File: config.mk
export PLATFORM = sky130hd
export DESIGN_NAME = uart_cmd_bridge
export DESIGN_NICKNAME = d
export VERILOG_FILES = /design/src/rtl/uart_cmd_bridge_pkg.sv /design/src/rtl/uart_cmd_bridge.sv
export SDC_FILE = /design/constraint.sdc
export NUM_CORES = 1
export LEC_CHECK = 0
export CORE_MARGIN = 2
export CORE_UTILIZATION = 45
export DETAILED_ROUTE_END_ITERATION = 7
export PLACE_DENSITY = 0.78
export SLEW_MARGIN = 20
export SYNTH_ARGS = -nofsm -noshare
export SYNTH_HDL_FRONTEND = slang
export SYNTH_SLANG_ARGS = --single-unit
File: constraint.sdc
create_clock -name clk -period 4.85 [get_ports clk]
set_input_delay 0.97 -clock clk [delete_from_list [all_inputs] [get_ports clk]]
set_output_delay 0.97 -clock clk [all_outputs]
set_load 0.02 [all_outputs]
File: src/rtl/uart_cmd_bridge_pkg.sv
// Shared constants and types for the UART command bridge.
// Holds the opcode and response byte values, the FSM state encodings and
// the bus request payload type. Used by the RTL and by the testbench.
package uart_cmd_bridge_pkg;

    localparam int unsigned BYTE_W = 8;
    localparam int unsigned WORD_W = 32;

    // Command opcodes
    localparam logic [7:0] OP_WRITE    = 8'h57;  // 'W'
    localparam logic [7:0] OP_READ     = 8'h52;  // 'R'

    // Response bytes
    localparam logic [7:0] RSP_UNKNOWN = 8'h3F;  // '?'
    localparam logic [7:0] RSP_OK      = 8'h4B;  // 'K'
    localparam logic [7:0] RSP_ERR     = 8'h45;  // 'E'

    // FSM state encodings
    localparam logic [2:0] ST_IDLE  = 3'd0;
    localparam logic [2:0] ST_ADDR  = 3'd1;
    localparam logic [2:0] ST_WDATA = 3'd2;
    localparam logic [2:0] ST_BUS   = 3'd3;
    localparam logic [2:0] ST_RESP  = 3'd4;

    // Bus request payload held stable for the whole bus cycle
    typedef struct packed {
        logic              we;
        logic [WORD_W-1:0] adr;
        logic [WORD_W-1:0] dat;
    } wb_req_t;

    // Little-endian assembly: each new byte enters at the top, so after four
    // bytes the first one received sits in bits [7:0].
    function automatic logic [WORD_W-1:0] shift_in_byte(
        input logic [WORD_W-1:0] word,
        input logic [BYTE_W-1:0] b
    );
        return {b, word[WORD_W-1:BYTE_W]};
    endfunction

endpackage

File: src/rtl/uart_cmd_bridge.sv
// UART command bridge: turns byte commands from a UART receiver into 32-bit
// bus reads/writes and returns a response through a UART transmitter.
//
// Ports:
//   clk, rst            clock, asynchronous active-high reset
//   rx_valid, rx_data   received byte from UART
//   rx_ack              one-cycle pulse consuming the received byte
//   tx_valid, tx_data   byte offered to UART transmitter
//   tx_ready            transmitter accepting
//   wb_adr, wb_dat_w    bus address / write data
//   wb_we, wb_cyc       bus write enable / cycle+strobe
//   wb_dat_r, wb_ack    bus read data / cycle complete
module uart_cmd_bridge
    import uart_cmd_bridge_pkg::*;
#(
    parameter int unsigned TIMEOUT_CYCLES = 255
) (
    input  logic        clk,
    input  logic        rst,
    input  logic        rx_valid,
    input  logic [7:0]  rx_data,
    output logic        rx_ack,
    output logic        tx_valid,
    output logic [7:0]  tx_data,
    input  logic        tx_ready,
    output logic [31:0] wb_adr,
    output logic [31:0] wb_dat_w,
    output logic        wb_we,
    output logic        wb_cyc,
    input  logic [31:0] wb_dat_r,
    input  logic        wb_ack
);

    // Counter only needs to reach TIMEOUT_CYCLES-1
    localparam int unsigned TMO_W = (TIMEOUT_CYCLES > 1) ? $clog2(TIMEOUT_CYCLES) : 1;
    localparam logic [TMO_W-1:0] TMO_LAST = TMO_W'(TIMEOUT_CYCLES - 1);

    logic [2:0]        state,    state_d;
    logic [1:0]        cnt,      cnt_d;
    logic [TMO_W-1:0]  tmo,      tmo_d;
    logic              rx_ack_d;
    logic              tx_valid_d;
    logic [7:0]        tx_data_d;
    logic              wb_cyc_d;
    wb_req_t           req,      req_d;
    logic [WORD_W-1:0] resp,     resp_d;
    logic [1:0]        rlast,    rlast_d;
    logic              accept_c;

    // A byte is taken only if it was not acknowledged on the previous cycle
    assign accept_c = rx_valid && !rx_ack;

    assign wb_adr   = req.adr;
    assign wb_dat_w = req.dat;
    assign wb_we    = req.we;

    // State and registered outputs
    always_ff @(posedge clk or posedge rst) begin
        if (rst) begin
            state    <= ST_IDLE;
            cnt      <= 2'd0;
            tmo      <= '0;
            rx_ack   <= 1'b0;
            tx_valid <= 1'b0;
            tx_data  <= 8'h00;
            wb_cyc   <= 1'b0;
            req      <= '0;
            resp     <= '0;
            rlast    <= 2'd0;
        end else begin
            state    <= state_d;
            cnt      <= cnt_d;
            tmo      <= tmo_d;
            rx_ack   <= rx_ack_d;
            tx_valid <= tx_valid_d;
            tx_data  <= tx_data_d;
            wb_cyc   <= wb_cyc_d;
            req      <= req_d;
            resp     <= resp_d;
            rlast    <= rlast_d;
        end
    end

    // Next-state and next-output logic
    always_comb begin
        state_d    = state;
        cnt_d      = cnt;
        tmo_d      = tmo;
        rx_ack_d   = 1'b0;
        tx_valid_d = tx_valid;
        tx_data_d  = tx_data;
        wb_cyc_d   = wb_cyc;
        req_d      = req;
        resp_d     = resp;
        rlast_d    = rlast;

        case (state)
            ST_IDLE: begin
                if (accept_c) begin
                    rx_ack_d = 1'b1;
                    cnt_d    = 2'd0;
                    if (rx_data == OP_WRITE || rx_data == OP_READ) begin
                        req_d.we  = (rx_data == OP_WRITE);
                        req_d.dat = '0;
                        state_d   = ST_ADDR;
                    end else begin
                        // Unknown opcode: single '?' response, then back to idle
                        resp_d  = {24'h0, RSP_UNKNOWN};
                        rlast_d = 2'd0;
                        state_d = ST_RESP;
                    end
                end
            end

            ST_ADDR: begin
                if (accept_c) begin
                    rx_ack_d  = 1'b1;
                    req_d.adr = shift_in_byte(req.adr, rx_data);
                    cnt_d     = cnt + 2'd1;
                    if (cnt == 2'd3) begin
                        state_d = req.we ? ST_WDATA : ST_BUS;
                    end
                end
            end

            ST_WDATA: begin
                if (accept_c) begin
                    rx_ack_d  = 1'b1;
                    req_d.dat = shift_in_byte(req.dat, rx_data);
                    cnt_d     = cnt + 2'd1;
                    if (cnt == 2'd3) begin
                        state_d = ST_BUS;
                    end
                end
            end

            ST_BUS: begin
                if (!wb_cyc) begin
                    // First cycle in BUS: open the cycle; any wb_ack here is stray
                    wb_cyc_d = 1'b1;
                    tmo_d    = '0;
                end else if (wb_ack) begin
                    // Ack takes priority over a timeout in the same cycle
                    wb_cyc_d = 1'b0;
                    cnt_d    = 2'd0;
                    state_d  = ST_RESP;
                    if (req.we) begin
                        resp_d  = {24'h0, RSP_OK};
                        rlast_d = 2'd0;
                    end else begin
                        resp_d  = wb_dat_r;
                        rlast_d = 2'd3;
                    end
                end else if (tmo == TMO_LAST) begin
                    wb_cyc_d = 1'b0;
                    cnt_d    = 2'd0;
                    resp_d   = {24'h0, RSP_ERR};
                    rlast_d  = 2'd0;
                    state_d  = ST_RESP;
                end else begin
                    tmo_d = tmo + TMO_W'(1);
                end
            end

            ST_RESP: begin
                if (tx_valid) begin
                    if (tx_ready) begin
                        // Drop valid for at least one cycle between bytes
                        tx_valid_d = 1'b0;
                        resp_d     = resp >> BYTE_W;
                        cnt_d      = cnt + 2'd1;
                        if (cnt == rlast) begin
                            cnt_d   = 2'd0;
                            state_d = ST_IDLE;
                        end
                    end
                end else begin
                    tx_valid_d = 1'b1;
                    tx_data_d  = resp[7:0];
                end
            end

            default: begin
                state_d  = ST_IDLE;
                wb_cyc_d = 1'b0;
            end
        endcase
    end

endmodule

After elaboration in Yosys (flattened, before gate mapping):

Cells that the tools add are included.

* logic and storage cells: 112
* latch bits: 0
* memories kept: 0
* output and inout bits: 76
* bits in registers: 123
* input bits: 45
* bits in read-only memories: 0
* memory bits (writable): 0

* shifts and indexed selects: 0
* magnitude comparators: 0
* mux-type cells: 53
* multiply operators: 0
* divide/modulo/power cells: 0
* reduce and logical (&&, ||, !) cells: 20
* bitwise operators: 1
* $add $sub $neg: 2
* equality and inequality tests: 24

Operators with widths (number)
* $mux W32: 11
* $pmux W32 S3: 1
* $pmux W32 S2: 1
* $mux W3: 12
* $mux W2: 13
* $ne A2 B2 Y1 const B: 13
* $mux W8: 3
* $eq A8 B7 Y1 const B: 2
* $pmux W3 S5: 1
* $reduce_and A7 Y1: 2
* $reduce_and A10 Y1: 1
* $add A8 B1 Y8 const B: 1
* $eq A8 B8 Y1 const B: 1
* $mux W1: 8
* $pmux W2 S4: 1
* $eq A3 B2 Y1 const B: 2
* $reduce_and A3 Y1: 2
* $reduce_and A5 Y1: 1
* $pmux W2 S2: 1
* $reduce_and A2 Y1: 2
* $reduce_and A4 Y1: 1
* $reduce_bool A2 Y1: 2
* $reduce_bool A4 Y1: 1
* $reduce_or A4 Y1: 1
* other kinds (16): 16

Longest topological paths before layout:

* depth in word-level cells: 5
* gate-level depth with buffers: 7
* gate-level depth less buffers: 6

Worst setup path before layout:

Ideal clock, no wire load.

* path kind: input port to flip-flop
* start: input port rx_valid
* end: register resp[0]
* arrival time: 2.348 ns
* library setup time: 0.128 ns
* setup slack: 2.375 ns
* data required time: 4.722 ns
* path buffers: 1
* cell stages on the path: 5
* path through: or3b_4 > and3_1 > a211oi_4 > buf_6 > mux2_1

* word-level cells in the longest chain between the ends: 3

RTL lines
* start: declaration: line uart_cmd_bridge.sv:20 `input logic rx_valid,`
* $logic_and A1 B1 Y1: line uart_cmd_bridge.sv:51 `assign accept_c = rx_valid && !rx_ack;`
* $ne A2 B2 Y1 (no source line)
* $reduce_and A7 Y1 (no source line)
* end signal: assignment: line uart_cmd_bridge.sv:79 `resp <= resp_d;`
* end: declaration: line uart_cmd_bridge.sv:46 `logic [WORD_W-1:0] resp, resp_d;`

No other way between the ends.
A chain may end at the register's enable or synchronous reset.

Worst setup path in the final report:

* start: input port rx_valid
* end: register req, in the netlist wb_dat_w[0]

* word-level cells in the longest chain between the ends: 3
* elaborated cells on any way between the ends: 4
* classes of those cells: eq/ne: 2; reduce/logical: 2

RTL lines
* $logic_and A1 B1 Y1 (*): line uart_cmd_bridge.sv:51
* $ne A2 B2 Y1 (no source line)
* $reduce_and A4 Y1 (no source line) (*)
* end signal: assignment: line uart_cmd_bridge.sv:78 `req <= req_d;`
* end: declaration: line uart_cmd_bridge.sv:45 `wb_req_t req, req_d;`

Mark *: on every way between the ends. The rest lies on a longest branch, timed or not.

==> results.json <==
{
  "reg2reg_depth": 5,
  "rsz0062_at_grt": "false",
  "clk_pin_slew_ps": 50,
  "cp_data_arrival_time_ps": 3280,
  "final_max_slew_viol_count": 0,
  "fillCellCount": 953,
  "viasPerCell": 5.19,
  "numCtsBuffers": 17,
  "nets": 645,
  "totalWireLength_mm": 12.5,
  "critPathLaunchType": "input port",
  "cts_tree": "yes",
  "htreeDepth": 4,
  "cts_sinks": 122,
  "end_kind": "register",
  "synth_seq_cells": 122,
  "io_pins": 121,
  "multi_input_area_um2": 2230,
  "grt.total_usage": 0.196,
  "ys.flop_type": "dfrtp_1",
  "fin_setup_tns_ps": 0,
  "layout-drive-gt1-share": 0.149,
  "power.density_nw_per_um2": 472,
  "path_class": "in2reg",
  "overflow": 0,
  "post-cts-setup-buffers": 0,
  "finish.utilization": 0.627,
  "clock_path_buffers": 2,
  "setup_violations": 0,
  "ir_drop_uv": 252,
  "synth_edf_count": 0,
  "hold_violations": 0,
  "start_util": 0.464,
  "synth.largest_area_cell": "dfrtp_1",
  "tightest_slew_ps": 880,
  "synth_cells": 479,
  "status": "complete, no violations",
  "die_area_um2": 13400,
  "ys_warn_count": 0,
  "use_met1": 0.268,
  "hp-class": "reg2reg",
  "drc_errors": 0,
  "grtUsageMet3": 0.0408,
  "vias": 4038,
  "wire_per_inst_um": 16.0,
  "dpl.hpwl_mm": 8.53,
  "syn-cell-area_um2": 5600,
  "synthDistinctLibCells": 60,
  "crit_required_ps": 5090,
  "synth_nets": 527,
  "grt_pass1_wl_mm": 20.6,
  "grt_start_max_net_pins": 66,
  "grt_busiest_layer": "met2",
  "p_leak_uw": 0.00353,
  "diodes": 0,
  "fmax_mhz": 329,
  "skew_ps": 17.7,
  "seq_area_frac_synth": 0.545,
  "antenna_left": 0,
  "yosysTopAreaCellShare": 0.545,
  "portBuffers": 120,
  "globalRouteMet2Util": 0.310,
  "drtPass1Iterations": 4,
  "gp_congestion": 0.848,
  "dieWidth_um": 116,
  "drv_cap": 0,
  "first_global_vias": 4129,
  "synthTopCellsByArea": "dfrtp_1, mux2_4, mux2_1, o21ai_0, nand3_1",
  "drt_iter0_drc": 206,
  "clock_latency_ps": 410,
  "seq_area_um2": 3050,
  "area_growth_pct": 35.2,
  "async_flop_share": 1.00,
  "synth_area_per_cell_um2": 11.7,
  "max_slew_margin": 0.413,
  "cts_root_buffer": "clkbuf_16",
  "placeableCoreArea_um2": 12100,
  "cts_resized": 0,
  "grt_antenna_before_repair": 0,
  "chipHeight_um": 116,
  "rows": 40,
  "min_path_cells": 1,
  "layout_min_cycle_time_ps": 3040,
  "fin_crit_sh": 0.626,
  "cts-hold-fix-buffers": 0,
  "path_max_fanout": 33
}
==> logic make-up after synthesis <==
logic type / synth area share
DFF: 0.545
AOI/OAI and AO/OA: 0.118
and+or+nand+nor: 0.101
adders and majority gates: 0.00670
muxes: 0.165
buffers and inverters: 0.0585
xor gates and xnor gates: 0.00469
==> stage by stage <==
stage	setup slack (ps)	area, um^2	std cells	hold WS, ps	total power (uW)
2_1_floorplan	637	5600	479	452	1850
3_3_place_gp	1460	6910	746	462	2190
3_5_place_dp	1380	6910	746	470	2220
4_1_cts	1810	7560	778	481	3600
5_1_grt	1630	7570	778	503	3740
6_report	1810	7570	778	482	3570
==> layer usage <==
layer	wire length, um	vias to the layer above
met1	5730	2026
li1	-	1922
met5	0	-
met2	6210	82
met3	432	8
met4	85	0
==> where the power goes <==
group,total (uW),switching [uW],internal [uW],leakage [uW]
sequential,1290,125,1160,0.00151
combinational,913,472,441,0.00171
clock,1370,433,935,0.000308
==> cells in the final DEF, fill, tap and decap left out, types with 3 or more instances in the layout <==
| cell | instances |
|---|---|
| bufinv_16 | 5 |
| o21ai_0 | 41 |
| ha_1 | 3 |
| clkdlybuf4s50_1 | 120 |
| nand3_1 | 37 |
| or3_1 | 4 |
| clkinvlp_4 | 4 |
| nor2_1 | 16 |
| a21oi_1 | 9 |
| nand2b_1 | 4 |
| a211o_1 | 4 |
| buf_4 | 6 |
| nand2_1 | 18 |
| dfrtp_1 | 122 |
| mux2_1 | 22 |
| inv_1 | 46 |
| clkinv_2 | 3 |
| mux2_4 | 28 |
| mux2_2 | 14 |
| nor3_1 | 3 |
| a22o_1 | 18 |
| and3_1 | 4 |
| clkbuf_16 | 17 |
| mux2i_1 | 10 |
| o2bb2ai_1 | 3 |
==> area by class of cell <==
cell class              instances  share of cell area
inverters                      47              0.0236
multi-input cells             283               0.294
clock buffers                  20              0.0603
well taps                     168              0.0278
repair buffers                126               0.165
clock inverters                12              0.0258
flip-flops and latches        122               0.403
==> cells in the mapped netlist (3+ instances only) <==
library cell	count
a211o_1	4
a21oi_1	9
a22o_1	18
and3_1	4
buf_2	4
buf_6	6
clkbuf_1	16
dfrtp_1	122
ha_1	3
inv_1	47
mux2_1	22
mux2_2	14
mux2_4	28
mux2i_1	10
nand2_1	18
nand2b_1	4
nand3_1	37
nor2_1	17
nor3_1	3
o21ai_0	41
o2bb2ai_1	3
or3_1	4
==> critical path, stage by stage <==
cell	delay, ps
clkdlybuf4s50_1	490
or3b_4	420
nor2_2	90
buf_4	330
o21a_1	760
o21ai_0	190
==> state kept, by name (all words and copies together), names as in the netlist <==
register  count
tx_valid      1
rlast         1
rx_ack        1
resp         32
state         3
tx_data       8
tmo           8
cnt           2
wb_cyc        1
wb_we         1
wb_dat_w     32
wb_adr       32
==> worst paths after layout <==
check | startpoint | end | slack, ps
setup / recovery | rx_valid | wb_dat_w[0]$_DFFE_PP0P_ | 1810
hold / removal | resp[1]$_DFFE_PP0P_ | resp[1]$_DFFE_PP0P_ | 480
setup reg to reg | state[2]$_DFFE_PP0P_ | wb_dat_w[0]$_DFFE_PP0P_ | 2310
hold reg to reg | resp[1]$_DFFE_PP0P_ | resp[1]$_DFFE_PP0P_ | 480
max in group asynchronous | rst | tmo[4]$_DFFE_PP0P_ | 2870
min in group asynchronous | rst | wb_dat_w[2]$_DFFE_PP0P_ | 1080
Note: power is estimated with default switching activity, not from simulation.
